--- config.mk ---
export PLATFORM = sky130hd
export DESIGN_NAME = piso_tx_flat
export DESIGN_NICKNAME = d
export VERILOG_FILES = /design/src/rtl/piso_tx_if.sv /design/src/rtl/piso_tx.sv /design/src/flat_wrapper.sv
export SDC_FILE = /design/constraint.sdc
export NUM_CORES = 1
export LEC_CHECK = 0
export CAP_MARGIN = 25
export CORE_MARGIN = 2
export CORE_UTILIZATION = 38
export CTS_CLUSTER_SIZE = 40
export DETAILED_ROUTE_END_ITERATION = 6
export PLACE_DENSITY = 0.65
export REMOVE_ABC_BUFFERS = 1
export SETUP_SLACK_MARGIN = 0.4
export SLEW_MARGIN = 10
export SYNTH_ARGS = -nofsm -noshare
export SYNTH_HDL_FRONTEND = slang
export SYNTH_SLANG_ARGS = --single-unit
--- constraint.sdc ---
create_clock -name clk -period 2 [get_ports clk]
set_clock_uncertainty 0.1 [all_clocks]
set_input_delay 0.4 -clock clk [delete_from_list [all_inputs] [get_ports clk]]
set_output_delay 0.4 -clock clk [all_outputs]
set_load 0.01 [all_outputs]
--- src/rtl/piso_tx_if.sv ---
// piso_tx_if: handshake and serial-link bundle for the piso_tx transmitter.
//
// Signals:
//   din        parallel word offered by the producer
//   din_valid  producer has a word on din
//   din_ready  transmitter can take a word this cycle
//   so         serial data bit
//   so_frame   so carries a frame bit this cycle
//   so_last    final bit of the current frame
//   so_par     this cycle carries the parity bit
//   busy       a frame is in flight
//
// Modports: master = producer / link observer, slave = transmitter.
interface piso_tx_if #(
    parameter int WIDTH = 8
);
    logic [WIDTH-1:0] din;
    logic             din_valid;
    logic             din_ready;
    logic             so;
    logic             so_frame;
    logic             so_last;
    logic             so_par;
    logic             busy;

    modport master (
        output din,
        output din_valid,
        input  din_ready,
        input  so,
        input  so_frame,
        input  so_last,
        input  so_par,
        input  busy
    );

    modport slave (
        input  din,
        input  din_valid,
        output din_ready,
        output so,
        output so_frame,
        output so_last,
        output so_par,
        output busy
    );
endinterface

--- src/rtl/piso_tx.sv ---
// piso_tx: parallel-in/serial-out transmitter.
//
// Accepts a WIDTH-bit word on a valid/ready handshake and shifts it out one
// bit per clock on bus.so, MSB or LSB first. Words accepted on the final bit
// of a frame follow with no idle gap. All serial outputs are registered;
// din_ready is decoded from registered state only (and forced low in reset).
//
// Ports:
//   clk    rising-edge clock
//   rst_n  synchronous active-low reset
//   bus    piso_tx_if slave modport (din/din_valid/din_ready, so, so_frame,
//          so_last, so_par, busy)
//
// Parameters:
//   WIDTH      data word width (>= 2)
//   MSB_FIRST  1: din[WIDTH-1] sent first, 0: din[0] sent first
//
// Build option:
//   PISO_TX_PARITY_EN  when defined, an even-parity bit follows the data bits
//                      and the frame is WIDTH+1 bits long.
module piso_tx #(
    parameter int WIDTH     = 8,
    parameter bit MSB_FIRST = 1'b1
) (
    input  logic      clk,
    input  logic      rst_n,
    piso_tx_if.slave  bus
);

    localparam int CW = $clog2(WIDTH + 1);

`ifdef PISO_TX_PARITY_EN
    localparam bit PAR_EN = 1'b1;
    typedef enum logic [1:0] {
        ST_IDLE   = 2'd0,
        ST_SHIFT  = 2'd1,
        ST_PARITY = 2'd2
    } state_t;
`else
    localparam bit PAR_EN = 1'b0;
    typedef enum logic [1:0] {
        ST_IDLE   = 2'd0,
        ST_SHIFT  = 2'd1
    } state_t;
`endif

    // Even parity: XOR of all data bits makes the frame's count of ones even.
    function automatic logic even_parity(input logic [WIDTH-1:0] d);
        return ^d;
    endfunction

    state_t           state_r, state_s;
    logic [WIDTH-1:0] shreg_r, shreg_s;
    logic [CW-1:0]    cnt_r, cnt_s;     // data bits still to send after the current one
    logic             par_r, par_s;
    logic             so_r, so_s;
    logic             frame_r, frame_s;
    logic             last_r, last_s;
    logic             sopar_r, sopar_s;
    logic             busy_r, busy_s;
    logic             ready_s;
    logic             handshake_s;

    // Ready in IDLE and on the final-bit cycle; never while reset is asserted.
    assign ready_s     = rst_n && ((state_r == ST_IDLE) || last_r);
    assign handshake_s = bus.din_valid && ready_s;

    // Next-state and next-output decode; a handshake always starts a new frame.
    always_comb begin
        state_s = state_r;
        shreg_s = shreg_r;
        cnt_s   = cnt_r;
        par_s   = par_r;
        so_s    = 1'b0;
        frame_s = 1'b0;
        last_s  = 1'b0;
        sopar_s = 1'b0;
        busy_s  = 1'b0;
        if (handshake_s) begin
            // First bit goes straight to so; the rest wait in the shift register.
            state_s = ST_SHIFT;
            cnt_s   = CW'(WIDTH - 1);
            par_s   = even_parity(bus.din);
            frame_s = 1'b1;
            busy_s  = 1'b1;
            if (MSB_FIRST) begin
                so_s    = bus.din[WIDTH-1];
                shreg_s = {bus.din[WIDTH-2:0], 1'b0};
            end else begin
                so_s    = bus.din[0];
                shreg_s = {1'b0, bus.din[WIDTH-1:1]};
            end
        end else begin
            case (state_r)
                ST_IDLE: begin
                    state_s = ST_IDLE;
                end
                ST_SHIFT: begin
                    if (cnt_r != {CW{1'b0}}) begin
                        cnt_s   = cnt_r - CW'(1);
                        frame_s = 1'b1;
                        busy_s  = 1'b1;
                        // Without parity the last data bit closes the frame.
                        last_s  = (cnt_r == CW'(1)) && !PAR_EN;
                        if (MSB_FIRST) begin
                            so_s    = shreg_r[WIDTH-1];
                            shreg_s = {shreg_r[WIDTH-2:0], 1'b0};
                        end else begin
                            so_s    = shreg_r[0];
                            shreg_s = {1'b0, shreg_r[WIDTH-1:1]};
                        end
                    end else begin
`ifdef PISO_TX_PARITY_EN
                        state_s = ST_PARITY;
                        so_s    = par_r;
                        frame_s = 1'b1;
                        last_s  = 1'b1;
                        sopar_s = 1'b1;
                        busy_s  = 1'b1;
`else
                        state_s = ST_IDLE;
`endif
                    end
                end
`ifdef PISO_TX_PARITY_EN
                ST_PARITY: begin
                    state_s = ST_IDLE;
                end
`endif
                default: begin
                    state_s = ST_IDLE;
                end
            endcase
        end
    end

    // State, datapath and registered outputs; reset drops any frame in flight.
    always_ff @(posedge clk) begin
        if (!rst_n) begin
            state_r <= ST_IDLE;
            shreg_r <= {WIDTH{1'b0}};
            cnt_r   <= {CW{1'b0}};
            par_r   <= 1'b0;
            so_r    <= 1'b0;
            frame_r <= 1'b0;
            last_r  <= 1'b0;
            sopar_r <= 1'b0;
            busy_r  <= 1'b0;
        end else begin
            state_r <= state_s;
            shreg_r <= shreg_s;
            cnt_r   <= cnt_s;
            par_r   <= par_s;
            so_r    <= so_s;
            frame_r <= frame_s;
            last_r  <= last_s;
            sopar_r <= sopar_s;
            busy_r  <= busy_s;
        end
    end

    assign bus.din_ready = ready_s;
    assign bus.so        = so_r;
    assign bus.so_frame  = frame_r;
    assign bus.so_last   = last_r;
    assign bus.so_par    = sopar_r;
    assign bus.busy      = busy_r;

endmodule

--- src/flat_wrapper.sv ---
// flat-port wrapper written by rule: the top's interface ports become plain ports
module piso_tx_flat 
#(
    parameter int WIDTH     = 8,
    parameter bit MSB_FIRST = 1'b1
)
  (clk, rst_n, bus_din, bus_din_valid, bus_din_ready, bus_so, bus_so_frame, bus_so_last, bus_so_par, bus_busy);
  piso_tx_if #(.WIDTH(WIDTH)) bus_i ();
  input  logic clk;
  input  logic rst_n;
  input wire logic [$bits(bus_i.din)-1:0] bus_din;
  input wire logic [$bits(bus_i.din_valid)-1:0] bus_din_valid;
  output wire logic [$bits(bus_i.din_ready)-1:0] bus_din_ready;
  output wire logic [$bits(bus_i.so)-1:0] bus_so;
  output wire logic [$bits(bus_i.so_frame)-1:0] bus_so_frame;
  output wire logic [$bits(bus_i.so_last)-1:0] bus_so_last;
  output wire logic [$bits(bus_i.so_par)-1:0] bus_so_par;
  output wire logic [$bits(bus_i.busy)-1:0] bus_busy;
  assign bus_i.din = bus_din;
  assign bus_i.din_valid = bus_din_valid;
  assign bus_din_ready = bus_i.din_ready;
  assign bus_so = bus_i.so;
  assign bus_so_frame = bus_i.so_frame;
  assign bus_so_last = bus_i.so_last;
  assign bus_so_par = bus_i.so_par;
  assign bus_busy = bus_i.busy;
  piso_tx #(.WIDTH(WIDTH), .MSB_FIRST(MSB_FIRST)) u_core (.clk(clk), .rst_n(rst_n), .bus(bus_i));
endmodule
==> flow_summary.toml, run 1 <==
[worst_setup_path]
critPathTopFamily = "buffers and inverters"
worst_setup_path_end_kind = "primary output"
cp.arrival_ps = 1120
crit_buf_inv = 2
cp-start-kind = "input port"
slowest_stage = "clkdlybuf4s50_1"
required_ps = 1500
slowest_delay_ps = 470
cp_max_fo = 2
worstPathCellList = "clkdlybuf4s50_1, and2_2, buf_2"
critical_path_class = "input port to primary output"

[synth]
yosysTopAreaCellShare_pct = 41.45
synth_area_per_cell_sq_um = 8.835
synth_cell_types = 27
synth-seq-cells = 15
synth_compound_area_share_pct = 19.86
synthSimpleGateAreaFrac_pct = 23.32
synth-adder-area-share_pct = 5.181
yosysWarnings = 0
netlist_top_cells_area = "dfxtp_1 41%, nand2_1 9.3%, a31oi_1 5.2%"
syn_area_sq_um = 724.4
muxShareOfSynthArea_pct = 0
synthXorXnorAreaFrac_pct = 2.418
syn-instance-count = 82
seq_area_frac_synth_pct = 41.45
synth_top_family_by_area = "simple AND/OR/NAND/NOR gates"
yosysTopAreaCell = "dfxtp_1"

[cts]
clk_latency_ps = 290
clk_pin_slew_ps = 90
cts-root-buf = "clkbuf_4"
cts_buffers = 3
cts_tree = "yes"
cts_buffer_depth = 2
h-tree-depth = 1
cts_hold_buf = 0
cts_sinks = 15
post_cts_buffers = 0

[final_layout]
areaGrowthSynthToFinish_pct = 25.22
drive_gt1_share_pct = 14.43
num_antenna_cells = 0
finalNonFillerCells = 122
final_cell_mix = "18 x nand2_1, 14 x dfxtp_1, 10 x clkdlybuf4s50_1"
finish.utilization_pct = 51.42
final_common_cell = "nand2_1"
finalNetCount = 112

[place]
dp_hpwl_microns = 1013
gp_congestion = 0.7121
numPortBuffers = 15
dp.cells = 118

[timing]
drv_slew = 0
post-route-period-util_pct = 80.93
final_hold_viol_count = 0
fmax_ghz = 0.6178
setup_viol = 0
finalCriticalPeriod_ps = 1619
grt_setup_unrepaired = "yes"

[global_route]
track_usage_pct = 14.55
grt_pass1_vias = 534
gr-total-overflow = 0
grt_antenna_before_repair = 0
grt_pass1_wl_microns = 2235
grt_max_degree = 20

[pwr]
pwr_density_cell_nw_per_um2 = 703.6
vdd_ir_drop_max_v = 0.0005216
finalPower_uw = 638.3
p_leak_nw = 0.3384

[die]
rows = 15
die_h_microns = 47.66
die_x_microns = 47.66
start_util_pct = 41.06
io_pins = 17
fp.dieArea_sq_um = 2271
core_sq_um = 1764

[job]
max_cap_violations = 0

[routing]
first_pass_iters = 4
vias = 596
viasPerCell = 4.885
ant_nets = 0
drt_iter0_drc = 10
drt_wl_total_microns = 1431
drc = 0
routedWlPerCell_microns = 11.73

[worst_hold_path]
min_path_type = "flip-flop to flip-flop"

[run_status]
outcome = "finished clean"
[repair_timing]
item | CTS | global route
setup endpoints to repair | 15 | 9
gates resized for setup | 11 | 2
pin swaps | 0 | 0
[kinds of logic after synthesis]
logic type                 count (synthesis)
buffers and inverters                      7
adders and majority gates                  3
DFF                                       15
other                                      1
and+or+nand+nor                           32
xor gates and xnor gates                   2
AOI/OAI and AO/OA                         22
[synth_stat cells, drive strengths merged]
| cell type | count |
|---|---|
| nand2 | 18 |
| dfxtp | 15 |
| o21ai | 8 |
| a31oi | 6 |
| a21boi | 5 |
| nand3 | 5 |
| buf | 4 |
| ha | 3 |
| nor2 | 3 |
| inv | 2 |
| nand2b | 2 |
| o21a | 2 |
| and2 | 1 |
| and3 | 1 |
| clkbuf | 1 |
| conb | 1 |
| nand4b | 1 |
| nor3 | 1 |
| o311a | 1 |
| xnor2 | 1 |
| xor2 | 1 |
[routing by layer]
| metal | routed length [microns] | track usage [%] | part of all wire (%) | vias up |
|---|---|---|---|---|
| li1 | - | - | - | 308 |
| met1 | 669 | 16.86 | 47 | 270 |
| met2 | 664 | 23.51 | 46 | 16 |
| met3 | 89 | 7.170 | 6.2 | 2 |
| met4 | 8 | 4.865 | 0.56 | 0 |
| met5 | 0 | 0 | 0 | - |
[per-stage QoR]
stage          worst slack (ps)  hold WS (ps)  cell area (sq um)  TNS, ps
6_report                  381.4         365.0              907.1        0
5_1_grt                   338.0         396.2              907.1        0
4_1_cts                   358.1         376.5              894.6        0
3_5_place_dp             -36.78         363.8              868.3   -36.78
3_3_place_gp             -41.80         356.7              868.3   -41.80
2_1_floorplan             564.0         346.9              679.4        0
[worst min-delay path, cell delays in order, from the launching register on]
cell and delay (ps):
dfxtp_1 320, nand2_1 50, a31oi_1 70
[sequential cells by signal (all words and copies together) (netlist names)]
register / cells
u_core.state_r: 1
u_core.bus.so: 1
u_core.bus.so_last: 1
u_core.shreg_r: 7
u_core.bus.so_frame: 1
u_core.cnt_r: 4
[report_power, final]
part	internal [mW]	leakage, nW	total [mW]	switching, mW
combinational	0.0617	0.200	0.124	0.0626
clock	0.0775	0.0150	0.175	0.0976
sequential	0.321	0.124	0.339	0.0180
[final cells by class]
cell class                      count  area (sq um)
Sequential cell                    15         301.5
Timing Repair Buffer               16         147.6
Multi-Input combinational cell     60         392.9
Inverter                            2         7.507
Clock buffer                        4         26.28
Tap cell                           25         31.28
Fill cell                         186         857.1
[worst paths after layout]
path	from	endpoint	slack, ps	depth (start not counted)
max reg2reg	u_core.cnt_r[0]$_SDFFE_PN0P_	u_core.cnt_r[1]$_SDFFE_PN0P_	500	5
min reg2reg	u_core.shreg_r[5]$_SDFFE_PN0P_	u_core.shreg_r[6]$_SDFFE_PN0P_	370	2
max	rst_n	bus_din_ready	380	3
min	u_core.shreg_r[5]$_SDFFE_PN0P_	u_core.shreg_r[6]$_SDFFE_PN0P_	370	2
(Power assumes the default switching activity.)
==> run 2: changes to the inputs <==
PLACE_DENSITY = 0.67   (was 0.65)
clock period = 1.44 ns   (was 2 ns; I/O delays follow)
==> run 2 against run 1 <==
  * The flow now finishes with violations (setup timing)
  * Setup slack worse by 380 ps
  * First-iteration DRC count down 10%
  * Final cell count grew 14%
  * Core utilization rose by 17 points
  * Clock power up 40%
  * Register-to-register slack got worse by 500 ps
  * Non-clock buffer count is 17 higher
  * Largest cell class unchanged
  * Routed wire length up 39%
  * Count of clock-buffer cells in the layout down 1
==> flow_summary.toml, run 2 (synthesis results as in run 1) <==
[worst_hold_path]
hold_path_end = "u_core.shreg_r[1]$_SDFFE_PN0P_"
hold_depth = 2
min-delay-start = "u_core.shreg_r[1]$_SDFFE_PN0P_"
min_path_type = "flip-flop to flip-flop"

[worst_setup_path]
r2r_slack_ps = -3
cp.arrival_ps = 1540
worst_setup_path_end_kind = "flip-flop"
required_ps = 1540
cp-start-kind = "flip-flop"
r2r_start = "u_core.cnt_r[1]$_SDFFE_PN0P_"
worstSetupStartpoint = "u_core.cnt_r[1]$_SDFFE_PN0P_"
cp_max_fo = 5
r2r-end = "u_core.shreg_r[5]$_SDFFE_PN0P_"
rr_worst_depth = 8
critical_path_class = "flip-flop to flip-flop"

[final_layout]
num_antenna_cells = 0
finalNetCount = 129
finalInstanceArea_sq_um = 1199
largest_reg_flops = 7
largest_register = "u_core.shreg_r"
final_cell_mix = "12 x nand2_1, 11 x buf_6, 10 x dfxtp_1"
drive_gt1_share_pct = 44.74
reg.largest.list = "u_core.shreg_r x7, u_core.cnt_r x4"
final_common_cell = "nand2_1"
areaGrowthSynthToFinish_pct = 65.46

[timing]
finalCriticalPeriod_ps = 1443
setup_viol = 1
drv_slew = 0
final_hold_viol_count = 0
fmax_ghz = 0.6930
post-route-period-util_pct = 100.2
setup_tns_ps = -2.901
setup_ws_ps = -2.901
grt_setup_unrepaired = "yes"

[job]
max_cap_violations = 0

[routing]
drc = 0
routedWlPerCell_microns = 14.36
drt_wl_total_microns = 1996
vias = 680
first_pass_iters = 4
drt_iter0_drc = 9
ant_nets = 0
viasPerCell = 4.892

[die]
die_x_microns = 47.66
io_pins = 17
fp.dieArea_sq_um = 2271
start_util_pct = 41.06
die_h_microns = 47.66
rows = 15
core_sq_um = 1764

[global_route]
grt_pass1_vias = 655
track_usage_pct = 20.49
gr-total-overflow = 0
grt_pass1_wl_microns = 3111
grt_antenna_before_repair = 0
grt_max_degree = 17

[cts]
cts_tree = "yes"
clk_pin_slew_ps = 100
cts_buffer_depth = 2
h-tree-depth = 1
cts_sinks = 15
clk_latency_ps = 280
cts_hold_buf = 0
cts-root-buf = "clkbuf_4"
cts_buffers = 3

[pwr]
pwr_density_cell_nw_per_um2 = 867.8
vdd_ir_drop_max_v = 0.0005986
p_leak_nw = 0.4665
finalPower_mw = 1.040

[run_status]
outcome = "complete, but fails checks"
violations = "setup timing"

[place]
dp_hpwl_microns = 1114
placed_cell_area_sq_um = 963.4
gp_congestion = 0.6951
numPortBuffers = 15
## run 2: worst max path at each step
stage / end / cells past startpoint
final: u_core.shreg_r[5]$_SDFFE_PN0P_ / 8
after detailed placement: bus_din_ready / 3
after global routing: u_core.shreg_r[5]$_SDFFE_PN0P_ / 8
after global placement: bus_din_ready / 3
after CTS: u_core.shreg_r[2]$_SDFFE_PN0P_ / 8
after floorplan: u_core.cnt_r[1]$_SDFFE_PN0P_ / 6
## run 2: routing by layer
metal | global-route usage [%] | vias up | routed length (microns)
li1 | - | 345 | -
met4 | 12.97 | 0 | 57
met2 | 33.78 | 19 | 1021
met3 | 4.151 | 6 | 59
met5 | 0 | - | 0
met1 | 24.20 | 310 | 858
## run 2: timing repair
item | CTS | global route
gates resized for setup | 58 | 4
setup buffers | 3 | 1
gates cloned | 2 | 0
setup endpoints to repair | 20 | 20
pin swaps | 18 | 5
## run 2: through the flow
stage / hold slack, ps / util, % / setup WS (ps) / cells
2_1_floorplan: 305.5 / - / 3.964 / 77
4_1_cts: 373.7 / 66.52 / 33.32 / 138
3_3_place_gp: 355.2 / 54.61 / -377.0 / 129
3_5_place_dp: 361.1 / 54.61 / -383.7 / 129
6_report: 381.2 / 67.94 / -2.901 / 139
5_1_grt: 388.8 / 67.94 / -48.38 / 139
## run 2: final cells by class
| class | instances | area, sq um |
|---|---|---|
| Fill cell | 135 | 565.5 |
| Clock inverter | 1 | 5.005 |
| Clock buffer | 3 | 22.52 |
| Multi-Input combinational cell | 60 | 450.4 |
| Timing Repair Buffer | 33 | 375.4 |
| Tap cell | 25 | 31.28 |
| Sequential cell | 15 | 306.5 |
| Inverter | 2 | 7.507 |
## run 2: worst max-delay path, stage by stage (launching register included)
cell and delay [ps]:
dfxtp_2 330, inv_2 70, ha_4 140, nand2b_4 70, buf_6 120, o21ai_4 160
buf_6 150, nand2_2 40, a31oi_1 180
## run 2: power by group
| part | switching, mW | internal, mW |
|---|---|---|
| registers | 0.0261 | 0.447 |
| logic | 0.136 | 0.186 |
| clock network | 0.142 | 0.103 |
| total | 0.304 | 0.736 |
==> run 3: changes to the inputs <==
CELL_PAD_IN_SITES_DETAIL_PLACEMENT = 1   (was default)
CELL_PAD_IN_SITES_GLOBAL_PLACEMENT = 1   (was default)
CORE_UTILIZATION = 31   (was 38)
PLACE_DENSITY = 0.72   (was 0.67)
==> run 3 against run 2 <==
  * The run now ends clean
  * Sequential cell count did not move
  * Critical endpoint is now bus_din_ready
  * Combinational power is 16% higher
  * Final cell count rose by 5.0%
  * Routed wire length grew 19%
  * Clock power barely moved
  * Power rose by 5.3%
  * Worst hold slack lost 9.2 ps
  * Setup slack improved by 38 ps
  * Sequential power barely moved
==> flow_summary.toml, run 3 (synthesis results as in run 1) <==
[run_status]
outcome = "finished clean"

[pwr]
vdd_ir_drop_max_v = 0.0007562
pwr_density_cell_nw_per_um2 = 848.8
p_leak_nw = 0.4954

[global_route]
track_usage_pct = 19.56
grt_max_degree = 17
grt_pass1_wl_microns = 3691
grt_pass1_vias = 754
gr-total-overflow = 0
grt_antenna_before_repair = 0

[worst_setup_path]
worst_setup_path_end_kind = "primary output"
cp.arrival_ps = 1020
required_ps = 1050
worstSetupStartpoint = "u_core.bus.so_last$_SDFF_PP0_"
r2r_start = "u_core.cnt_r[0]$_SDFFE_PN0P_"
critical_path_class = "flip-flop to primary output"
cp_max_fo = 2
cp-start-kind = "flip-flop"

[timing]
grt_setup_unrepaired = "yes"
setup_viol = 0
fmax_ghz = 0.7118
drv_slew = 0
finalCriticalPeriod_ps = 1405
post-route-period-util_pct = 97.56
final_hold_viol_count = 0

[die]
die_h_microns = 52.34
fp.dieArea_sq_um = 2739
io_pins = 17
start_util_pct = 32.75
core_sq_um = 2212
rows = 17
die_x_microns = 52.34

[worst_hold_path]
min_path_type = "flip-flop to flip-flop"
min-delay-start = "u_core.shreg_r[7]$_SDFFE_PN0P_"

[place]
numPortBuffers = 15
dp_hpwl_microns = 1215
gp_congestion = 0.6740
placed_cell_area_sq_um = 964.7

[routing]
drc = 0
drt_iter0_drc = 2
drt_wl_total_microns = 2383
vias = 742
ant_nets = 0
routedWlPerCell_microns = 16.32
viasPerCell = 5.082
first_pass_iters = 2

[final_layout]
finalInstanceArea_sq_um = 1290
final_cell_mix = "13 x buf_6, 10 x nand2_1, 10 x dfxtp_1"
areaGrowthSynthToFinish_pct = 78.07
final_common_cell = "buf_6"
drive_gt1_share_pct = 55.08
largest_register = "u_core.shreg_r"
finish.utilization_pct = 58.31
finalNetCount = 133
fillerInstances = 248
largest_reg_flops = 7
num_antenna_cells = 0
reg.largest.list = "u_core.shreg_r x7, u_core.cnt_r x4"

[cts]
cts_tree = "yes"
clk_latency_ps = 290
cts_sinks = 15
cts-root-buf = "clkbuf_4"
cts_hold_buf = 0
h-tree-depth = 1
cts_buffers = 3
clk_pin_slew_ps = 100
cts_buffer_depth = 2

[job]
max_cap_violations = 0
-- run 3: changes by cell type in the layout (fill, tap and decap cells not counted), moves of 2 or more --
cell and delta:
nand2_2 +3, a31oi_2 +2, o21ai_1 +3, o21ai_2 +3, a21boi_2 +2, nand2_1 -2, buf_6 +2, a31oi_1 -2
o21ai_0 -6
-- run 3: through the flow --
stage / hold WS (ps) / setup WS (ps) / TNS, ps / total power [mW] / cells
after CTS: 377.7 / 47.92 / 0 / 1.033 / 142
after floorplan: 305.5 / 3.964 / 0 / 0.5769 / 77
final: 372.0 / 35.10 / 0 / 1.095 / 146
after detailed placement: 364.7 / -408.5 / -3852 / 0.6961 / 130
after global placement: 355.9 / -381.1 / -3185 / 0.6863 / 130
after global routing: 391.7 / -5.711 / -5.711 / 1.146 / 146
-- run 3: worst paths after layout --
check,slack [ps],to,cells after the start
min reg2reg,370,u_core.bus.so$_SDFF_PN0_,2
max reg2reg,40,u_core.cnt_r[1]$_SDFFE_PN0P_,5
max,40,bus_din_ready,3
min,370,u_core.bus.so$_SDFF_PN0_,2
-- run 3: routing by layer --
layer / up-vias / track usage [%] / wire length [microns]
met5: - / 0 / 0
met4: 0 / 2.564 / 19
met3: 4 / 6.000 / 88
met2: 15 / 35.21 / 1291
met1: 366 / 23.14 / 983
li1: 357 / - / -
-- run 3: report_power, final --
group,leakage (nW),internal [mW],switching [mW]
logic,0.355,0.210,0.162
clock network,0.0150,0.108,0.140
registers,0.125,0.447,0.0283
total,0.495,0.765,0.330
-- run 3: cell type report --
cell class	count	area, sq um	share of cell area [%]
clock buffer	4	26.28	2.037
multi-input combinational	61	509.2	39.48
timing repair buffer	36	405.4	31.43
inverter	2	7.507	0.5820
tap	28	35.03	2.716
sequential	15	306.5	23.76
-- run 3: timing repair --
| item | in CTS | in global routing |
|---|---|---|
| pin swaps | 9 | 13 |
| gates resized for setup | 51 | 31 |
| setup endpoints to repair | 20 | 20 |
| hold endpoints to repair | 0 | 0 |
| gates cloned | 3 | 0 |
| buffers inserted | 5 | 4 |
-- run 3: worst max-delay path: stages (launching register included) --
cell	delay [ps]
dfxtp_2	330
nand2b_4	130
and2_4	150
buf_6	110
